## config.mk

```make
export PLATFORM = sky130hd
export DESIGN_NAME = sar_signed_search
export DESIGN_NICKNAME = d
export VERILOG_FILES = /design/src/rtl/sar_signed_search.sv
export SDC_FILE = /design/constraint.sdc
export NUM_CORES = 1
export LEC_CHECK = 0
export CORE_UTILIZATION = 51
export CTS_CLUSTER_SIZE = 10
export DETAILED_ROUTE_END_ITERATION = 8
export MAX_ROUTING_LAYER = met4
export PLACE_DENSITY = 0.83
export SYNTH_ARGS = -nofsm -noshare
export SYNTH_HDL_FRONTEND = slang
export SYNTH_SLANG_ARGS = --single-unit
```

## constraint.sdc

```tcl
create_clock -name Clk -period 2.5 [get_ports Clk]
set_clock_uncertainty 0.15 [all_clocks]
set_input_delay 0.5 -clock Clk [delete_from_list [all_inputs] [get_ports Clk]]
set_output_delay 0.5 -clock Clk [all_outputs]
set_load 0.01 [all_outputs]
```

## src/rtl/sar_signed_search.sv

```systemverilog
// Successive-approximation search for a signed value on an external comparator's A input.
// Optional EARLY_STOP_EN: an equal compare ends the search at once with Result = Trial.
module sar_signed_search #(
    parameter int WIDTH  = 4,
    parameter int SETTLE = 0
) (
    input  logic             Clk,
    input  logic             Reset,
    input  logic             Start,
    input  logic             AgrB,
    input  logic             AeqB,
    input  logic             AltB,
    output logic [0:WIDTH-1] Trial,
    output logic             Busy,
    output logic             Done,
    output logic [0:WIDTH-1] Result,
    output logic             Err,
    output logic [1:0]       state_dbg
);

    typedef enum logic [1:0] {
        IDLE = 2'd0,
        TRY  = 2'd1,
        FIN  = 2'd2
    } state_t;

    // Bit 0 is the sign bit; flipping it maps offset-binary u to two's complement.
    localparam logic [0:WIDTH-1] SIGN       = {1'b1, {(WIDTH-1){1'b0}}};
    localparam logic [3:0]       SETTLE_CNT = 4'(SETTLE);

    state_t           state;
    logic [0:WIDTH-1] u;
    logic [0:WIDTH-1] mask;
    logic [3:0]       settle_cnt;

    logic             one_hot;
    logic             keep;
    logic [0:WIDTH-1] u_next;
    logic [0:WIDTH-1] mask_next;
    logic [0:WIDTH-1] trial_next;

    always_comb begin
        one_hot    = (AgrB ^ AeqB ^ AltB) & ~(AgrB & AeqB & AltB);
        keep       = AgrB | AeqB;
        u_next     = keep ? (u | mask) : u;
        mask_next  = mask >> 1;
        trial_next = (u_next | mask_next) ^ SIGN;
    end

    assign state_dbg = state;

    always_ff @(posedge Clk) begin
        if (Reset) begin
            state      <= IDLE;
            u          <= '0;
            mask       <= '0;
            settle_cnt <= '0;
            Trial      <= '0;
            Busy       <= 1'b0;
            Done       <= 1'b0;
            Result     <= '0;
            Err        <= 1'b0;
        end else begin
            case (state)
                IDLE: begin
                    if (Start) begin
                        u          <= '0;
                        mask       <= SIGN;
                        settle_cnt <= SETTLE_CNT;
                        Trial      <= '0;
                        Err        <= 1'b0;
                        Busy       <= 1'b1;
                        state      <= TRY;
                    end
                end
                TRY: begin
                    if (settle_cnt != 4'd0) begin
                        settle_cnt <= settle_cnt - 4'd1;
                    end else if (!one_hot) begin
                        Err   <= 1'b1;
                        Trial <= '0;
                        mask  <= '0;
                        Busy  <= 1'b0;
                        Done  <= 1'b1;
                        state <= FIN;
`ifdef EARLY_STOP_EN
                    end else if (AeqB) begin
                        Result <= Trial;
                        Trial  <= '0;
                        mask   <= '0;
                        Busy   <= 1'b0;
                        Done   <= 1'b1;
                        state  <= FIN;
`endif
                    end else if (mask[WIDTH-1]) begin
                        Result <= u_next ^ SIGN;
                        Trial  <= '0;
                        mask   <= '0;
                        Busy   <= 1'b0;
                        Done   <= 1'b1;
                        state  <= FIN;
                    end else begin
                        u          <= u_next;
                        mask       <= mask_next;
                        Trial      <= trial_next;
                        settle_cnt <= SETTLE_CNT;
                    end
                end
                FIN: begin
                    Done  <= 1'b0;
                    state <= IDLE;
                end
                default: state <= IDLE;
            endcase
        end
    end

endmodule

```

==> flow_summary.yaml <==
run_status:
  status: "completed"
routing:
  num_vias: 1044
  wl_um: 2490
  drc: 0
  drtIter0Drc: 43
  viasPerCell: 5.87
  wire_per_inst_um: 14.0
  drtPass1Iterations: 4
  antenna_left: 0
critical_path:
  end_kind: "flip-flop"
  crit_type: "in -> reg"
  crit_fanout: 5
  cp_cell_sequence: "dlygate4sd2_1, inv_1, ha_1, or3b_4, a2111oi_4, buf_4, nand3_1, a21oi_1"
  critical_path_arrival_ps: 2430
  slowest_delay_ps: 470
  crit_required_ps: 2600
  critPathLaunchType: "input pin"
  reg2regPathDepth: 6
  cp_slowest_cell: "a2111oi_4"
synth:
  syn_nets: 134
  yosys_warnings: 0
  synthTopCellsByArea: "dfxtp_1 44%, a21oi_1 5.3%, nand2_1 4.3%"
  ys_seq_elements: 25
  ys_types: 36
  synth_top_area_share: 0.442
  syn-instance-count: 125
  synth.avg_cell_area_um2: 9.05
  synth_edf_count: 0
  async_flop_share: 0
  yosysTopAreaCell: "dfxtp_1"
  synthFlopType: "dfxtp_1"
  synth_area_um2: 1130
  synth-seq-area-share: 0.442
cts:
  clock_latency_ps: 310
  ctsRootBufferMaster: "clkbuf_4"
  clockBufferDepth: 2
  cts_hold_buf: 0
  path_clk_slew_ps: 130
  cts_sinks: 25
  cts_tree: "done"
  htree_levels: 1
  cts_buffers: 3
timing:
  setup_tns_ps: 0
  holdWs_ps: 325
  setup_slack_ps: 169
  max_slew_margin: 0.654
  worst_pin_slew_ps: 518
  report.final.slew_viol_count: 0
  max_freq_mhz: 429
  fin_crit_sh: 0.932
  setup_viol: 0
  hold_viol_final: 0
  fin_crit_ps: 2330
  rsz0062_at_grt: "no"
job:
  drv_cap: 0
finish:
  nNetsFinal: 161
  n_antenna_cell: 0
  finalInstanceArea_um2: 1420
  drive_gt1_frac: 0.146
  area_delta_synth_final_pct: 25.4
  final_common_cell: "dfxtp_1"
  final_cell_mix: "25 x dfxtp_1, 16 x clkdlybuf4s50_1, 12 x nand2_1, 12 x a21oi_1, 8 x inv_1"
place:
  gp_congestion: 0.852
  port_buffers: 18
  dpl.hpwl_um: 1730
  dpl_cell_area_um2: 1360
  dp_slack_ps: -337
hold_path:
  worstHoldPathCells: 2
  worst_hold_path_type: "reg -> reg"
global_route:
  track_usage: 0.236
  grt_pass1_wl_um: 4300
  grt_pass1_vias: 959
  grt_max_degree: 29
  grt-ovfl-total: 0
  antenna_found_initial: 0
die:
  num_rows: 16
  io_pins: 19
  dieHeight_um: 49.1
  die_x_um: 49.1
  start_util: 0.559
  die-area_um2: 2410
  core_um2: 2020
pwr:
  ir_drop_v: 0.000525
  leakage_uw: 0.000493
  power.density_nw_per_um2: 522
==> critical path: cells and delay by family <==
family                     cells  cell delay [ps]
adders and majority gates      1              280
buffers and inverters          3              500
AOI/OAI and AO/OA              2              630
and+or+nand+nor                2              530
==> flip-flops by register name (all words and copies together), names as in the netlist <==
name	cells
state_dbg	2
Trial	4
Done	1
Err	1
settle_cnt	4
u	4
mask	4
Result	4
Busy	1
==> report_power, final <==
group          internal, uW  switching (uW)  total (uW)
clock network          62.4             113         175
logic                  63.7            78.6         142
registers               411            12.5         423
total                   537             204         741
==> synthesized netlist by cell type (2+ instances only) <==
cell type and count:
nand3_1 5, dfxtp_1 25, o311ai_1 3, nand3b_1 6, nor2b_1 5, nor3_1 2, a21oi_1 12, a211oi_1 5
ha_1 3, o31ai_1 3, nand2_1 13, o21ai_0 5, inv_1 8, buf_2 2, nor2_1 6, a31oi_1 2
==> path summary, 6_finish.rpt <==
check,start,endpoint,slack [ps]
min reg2reg,Trial[2]$_SDFFE_PP0P_,Trial[2]$_SDFFE_PP0P_,330
max,AgrB,mask[3]$_SDFFE_PP0P_,170
max reg2reg,settle_cnt[0]$_SDFFE_PP0P_,Result[0]$_SDFFE_PP0P_,590
min,Trial[2]$_SDFFE_PP0P_,Trial[2]$_SDFFE_PP0P_,330
==> metrics by stage <==
| stage | instances | total power [uW] | utilization |
|---|---|---|---|
| final | 178 | 741 | 0.702 |
| after global routing | 178 | 777 | 0.702 |
| after CTS | 178 | 744 | 0.702 |
| after detailed placement | 171 | 566 | 0.671 |
| after global placement | 171 | 562 | 0.671 |
| after floorplan | 125 | 509 | - |
==> kinds of logic (layout without fill, tap and decap cells) <==
kind of cell,Yosys count,count (layout),synth area share
DFF,25,25,0.442
muxes,1,1,0.00885
adders and majority gates,3,3,0.0332
AOI/OAI and AO/OA,37,37,0.231
buffers and inverters,12,38,0.0487
and+or+nand+nor,46,46,0.228
xor gates and xnor gates,1,1,0.00774
==> repair_timing <==
action / in CTS / in global routing
buffers inserted: 2 / 0
endpoints found under the setup margin: 4 / 0
hold endpoints to repair: 0 / 0
resized for setup: 6 / 0
==> layer usage <==
| metal | track usage | routed length, um |
|---|---|---|
| met1 | 0.292 | 1030 |
| met2 | 0.381 | 1250 |
| met3 | 0.0717 | 206 |
| met4 | 0.0441 | 9 |
| met5 | - | 0 |
==> layout make-up <==
class / instances / area (um2)
fill: 152 / 603
sequential: 25 / 500
inverter: 8 / 30.0
timing repair buffer: 26 / 235
multi-input combinational: 88 / 593
tap: 27 / 33.8
clock buffer: 4 / 26.3
No activity file was read; power rests on OpenSTA's default activity.
